## config.mk

```make
export PLATFORM = sky130hd
export DESIGN_NAME = go_highlight_anim
export DESIGN_NICKNAME = d
export VERILOG_FILES = /design/src/rtl/go_highlight_anim.sv
export SDC_FILE = /design/constraint.sdc
export NUM_CORES = 1
export LEC_CHECK = 0
export CAP_MARGIN = 25
export CELL_PAD_IN_SITES_DETAIL_PLACEMENT = 1
export CELL_PAD_IN_SITES_GLOBAL_PLACEMENT = 1
export CORE_MARGIN = 2
export CORE_UTILIZATION = 45
export CTS_CLUSTER_DIAMETER = 40
export DETAILED_ROUTE_END_ITERATION = 8
export PLACE_DENSITY_LB_ADDON = 0.1
export SLEW_MARGIN = 20
export SYNTH_ARGS = -nofsm -noshare
export SYNTH_HDL_FRONTEND = slang
export SYNTH_SLANG_ARGS = --single-unit
```

## constraint.sdc

```tcl
create_clock -name clk -period 5.9 [get_ports clk]
set_clock_uncertainty 0.2 [all_clocks]
set_input_delay 0.59 -clock clk [delete_from_list [all_inputs] [get_ports clk]]
set_output_delay 0.59 -clock clk [all_outputs]
set_load 0.05 [all_outputs]
```

## src/rtl/go_highlight_anim.sv

```systemverilog
// rtl/go_highlight_anim.sv - winning-line highlight: latch, sweep along line(s), then blink
module go_highlight_anim #(
    parameter int                 N         = 3,
    parameter int                 CW        = 2,
    parameter int                 COLOR_W   = 12,
    parameter logic [COLOR_W-1:0] WIN_COLOR = 12'h0F0,
    parameter logic [COLOR_W-1:0] BG_COLOR  = 12'h000,
    parameter int                 STEP_CYC  = 12_500_000,
    parameter int                 BLINK_CYC = 25_000_000
) (
    input  logic                 clk,
    input  logic                 rst_n,
    input  logic                 game_over,
    input  logic [2*N+1:0]       win_lines,
    input  logic                 clr,
    input  logic [2*CW-1:0]      addr,
    output logic [COLOR_W-1:0]   color,
    output logic                 anim_busy
);

    localparam int CNT_MAX = (STEP_CYC > BLINK_CYC) ? STEP_CYC : BLINK_CYC;
    localparam int CNT_W   = (CNT_MAX > 1) ? $clog2(CNT_MAX) : 1;
    localparam logic [CNT_W-1:0] STEP_T  = CNT_W'(STEP_CYC - 1);
    localparam logic [CNT_W-1:0] BLINK_T = CNT_W'(BLINK_CYC - 1);
    localparam logic [CW:0]      N_V     = (CW+1)'(N);
    localparam logic [CW-1:0]    LAST    = CW'(N - 1);

    typedef enum logic [1:0] {
        IDLE  = 2'd0,
        SWEEP = 2'd1,
        BLINK = 2'd2
    } state_t;

    state_t             state, state_nxt;
    logic [2*N+1:0]     lines, lines_nxt;
    logic [CW-1:0]      step, step_nxt;
    logic [CNT_W-1:0]   cnt, cnt_nxt;
    logic               phase, phase_nxt;

    logic [CW-1:0]      row, col;
    logic               in_range, row_hit, col_hit, diag_hit, anti_hit;
    logic               on_line, sweep_lit, lit;
    logic [COLOR_W-1:0] color_nxt;

    assign row = addr[2*CW-1:CW];
    assign col = addr[CW-1:0];

    // Cell decode against the latched line set; position is col for rows, row otherwise.
    always_comb begin
        row_hit = 1'b0;
        col_hit = 1'b0;
        for (int i = 0; i < N; i++) begin
            if (row == CW'(i)) row_hit = lines[i];
            if (col == CW'(i)) col_hit = lines[N+i];
        end
        in_range  = ({1'b0, row} < N_V) && ({1'b0, col} < N_V);
        diag_hit  = lines[2*N] && (row == col);
        anti_hit  = lines[2*N+1] && (({1'b0, row} + {1'b0, col}) == (N_V - 1'b1));
        on_line   = row_hit || col_hit || diag_hit || anti_hit;
        sweep_lit = (row_hit && (col <= step)) ||
                    ((col_hit || diag_hit || anti_hit) && (row <= step));
        lit = 1'b0;
        case (state)
            SWEEP:   lit = sweep_lit;
            BLINK:   lit = on_line && phase;
            default: lit = 1'b0;
        endcase
        color_nxt = (lit && in_range) ? WIN_COLOR : BG_COLOR;
    end

    always_comb begin
        state_nxt = state;
        lines_nxt = lines;
        step_nxt  = step;
        cnt_nxt   = cnt;
        phase_nxt = phase;
        if (clr || !game_over) begin
            state_nxt = IDLE;
            lines_nxt = '0;
            step_nxt  = '0;
            cnt_nxt   = '0;
            phase_nxt = 1'b1;
        end else begin
            case (state)
                IDLE: begin
                    if (|win_lines) begin
                        state_nxt = SWEEP;
                        lines_nxt = win_lines;
                        step_nxt  = '0;
                        cnt_nxt   = '0;
                    end
                end
                SWEEP: begin
                    if (cnt == STEP_T) begin
                        cnt_nxt = '0;
                        if (step == LAST) begin
                            state_nxt = BLINK;
                            phase_nxt = 1'b1;
                        end else begin
                            step_nxt = step + CW'(1);
                        end
                    end else begin
                        cnt_nxt = cnt + CNT_W'(1);
                    end
                end
                BLINK: begin
                    if (cnt == BLINK_T) begin
                        cnt_nxt   = '0;
                        phase_nxt = ~phase;
                    end else begin
                        cnt_nxt = cnt + CNT_W'(1);
                    end
                end
                default: state_nxt = IDLE;
            endcase
        end
    end

    always_ff @(posedge clk) begin
        if (!rst_n) begin
            state <= IDLE;
            lines <= '0;
            step  <= '0;
            cnt   <= '0;
            phase <= 1'b1;
            color <= BG_COLOR;
        end else begin
            state <= state_nxt;
            lines <= lines_nxt;
            step  <= step_nxt;
            cnt   <= cnt_nxt;
            phase <= phase_nxt;
            color <= color_nxt;
        end
    end

    assign anim_busy = (state == SWEEP);

endmodule

```

==> run summary <==
Status - finished clean
CTS H-tree depth - 2
Worst-path clk slew - 0.08 ns
Hold Path Class - reg -> reg
Cells after Synth - 268
Initial antenna violation count - 0
DRT iter0 DRCs - 89
Max-slew violation count - 0
Worst Path Max Fanout - 16
CP top delay family - simple AND/OR/NAND/NOR gates
Vert. Die Dim - 74.96 microns
WS Path Type - in -> reg
Max cap viols - 0
Grt total ovfl - 0
Clock sinks - 39
VDD IR max - 0.09908 mV
P_leak - 0.8969 nW
Ranking of synthesized cells by area - dfxtp_1 34%, xor2_1 7.3%, ha_1 6.6%, nor2_1 5.5%, nand2_1 5.0%
Tmin final - 3.030 ns
Port buffer count - 20
Design area - 2574 sq um
Core Rows - 25
Vias in the first global route - 1882
RSZ-0062 raised after global routing - no
WL/cell - 14.74 microns
Flops & latches, synth - 39
DR pass1 iterations - 4
Setup TNS - 0 ns
P&R area growth vs syn - 13.58%
Synth Flop Type - dfxtp_1
Gr usage total - 20.40%
Via/cell ratio - 5.379
TritonCTS clock tree - done
Post-Syn Area - 2266 sq um
DIE WIDTH - 74.96 microns
Distinct cells, synth - 45
Crit-path most repeated cell - nand3_1
Core Region - 4786 sq um
EDFF count, synth - 0
Relative slew slack - 46.59%
Worst path cell trace - clkdlybuf4s50_1 > nor4_1 > nand3_1 > nand3_1 > xor2_1 > nor2_1
Util after Layout - 53.78%
Hold slack - 0.2571 ns
First-pass GRT wire length - 8818 microns
Nets - 316
DR vias - 1904
Worst slack, placed - 2.517 ns
Post-cts gate resize count - 0
Bufs on Longest Clock Path - 2
Post-Layout Cell Count - 354
Sequential share of the synthesized area - 34.46%
Synth Area per Inst - 8.455 sq um
Worst slew pin tran - 0.7938 ns
Post-DP HPWL - 3879 microns
DRC errors left - 0
CP max-delay cell - nand3_1
# diodes - 0
Hold Violations, Final - 0
Antenna Nets Post-Route - 0
CTS buffer count - 5
Clock root buffer - clkbuf_8
Share of layout cells above drive strength 1 - 6.620%
IO Pins - 29
CP required - 5.87 ns
Clk_lat worst skew - 0.29 ns
# hold bufs at CTS - 0
Critical Path AT - 3.00 ns
Largest net degree at the start of global routing - 26
Cell type with the largest total area after synthesis - dfxtp_1
Most frequent cell after synthesis - dfxtp_1
Post-synth top area share - 34.46%
Count of buffer and inverter cells on the critical path - 1
Die area - 5619 sq um
F_max - 330.0 MHz
CP endpoint kind - flip-flop
Type of origin of the critical path - input pin
Ys async rst share - 0%
Slowest cell delay on critical path - 0.71 ns
Initial Util - 47.35%
Setup bufs post-CTS - 0
Final setup fails - 0
Placed inst area - 2475 sq um
Total Power - 0.4974 mW
Ys Warns - 0
Top post-synthesis cells by count - 39 x dfxtp_1, 33 x nor2_1, 30 x nand2_1
Power per cell area - 193.3 nW/um^2
WL final - 5217 microns
Gpl congestion - 0.8041
Final worst slack - 2.870 ns
Placed Cells - 346
Final Cycle Share - 51.36%
path summary, 6_finish.rpt:
check | from | end | slack (ns) | cells after the start
setup / recovery | win_lines[4] | cnt[15]$_SDFFE_PP0P_ | 2.87 | 6
hold / removal | lines[5]$_SDFFE_PP0P_ | lines[5]$_SDFFE_PP0P_ | 0.26 | 2
setup reg to reg | state[0]$_SDFFE_PP0P_ | cnt[23]$_SDFFE_PP0P_ | 3.15 | 7
hold reg to reg | lines[5]$_SDFFE_PP0P_ | lines[5]$_SDFFE_PP0P_ | 0.26 | 2
cells in the final DEF (no fill, tap or decap), types with 6 or more instances in the layout:
cell / n
nand4b_1: 7
conb_1: 8
clkbuf_8: 6
nand2_1: 30
inv_1: 8
nand3_1: 19
nor4_1: 7
ha_1: 12
nand4_1: 8
a21oi_1: 11
nor2_1: 33
xor2_1: 19
dfxtp_1: 39
clkdlybuf4s50_1: 20
worst min-delay path: stages (launching register included):
cell,delay [ns]
dfxtp_1,0.31
nand2_1,0.05
a21oi_1,0.05
power breakdown:
part | total, mW | internal [mW] | switching [mW]
sequential | 0.266 | 0.265 | 0.00110
clock | 0.184 | 0.0917 | 0.0918
combinational | 0.0478 | 0.0180 | 0.0299
total | 0.497 | 0.375 | 0.123
layer usage:
| metal | part of all wire, % | GRT usage (%) | up-vias |
|---|---|---|---|
| met2 | 50 | 35.28 | 22 |
| met3 | 2.7 | 4.552 | 6 |
| met1 | 47 | 25.72 | 909 |
| li1 | - | - | 967 |
| met4 | 1.1 | 5.159 | 0 |
| met5 | 0 | 0 | - |
logic make-up (layout without fill, tap and decap cells):
logic type / Yosys count / after routing / synth area share (%)
fa+ha+maj: 13 / 13 / 7.510
mux: 2 / 2 / 0.8835
other cells: 1 / 8 / 0.1655
simple gates: 132 / 132 / 31.70
compound gates: 31 / 31 / 9.498
xor+xnor: 24 / 24 / 9.277
buf+inv: 26 / 38 / 6.516
flops: 39 / 39 / 34.46
cell type report:
class                           instances  area, sq um
Clock inverter                          1        5.005
Timing Repair Buffer                   23        227.7
Fill cell                             609         2212
Sequential cell                        39        780.7
Multi-Input combinational cell        210         1364
Tap cell                               67        83.83
Clock buffer                            6        82.58
Inverter                                8        30.03
state kept, by name, indices dropped and copies added, names as in the netlist:
register / flops
cnt: 25
color: 1
lines: 8
phase: 1
state: 2
step: 2
No activity file was read; power rests on OpenSTA's default activity.
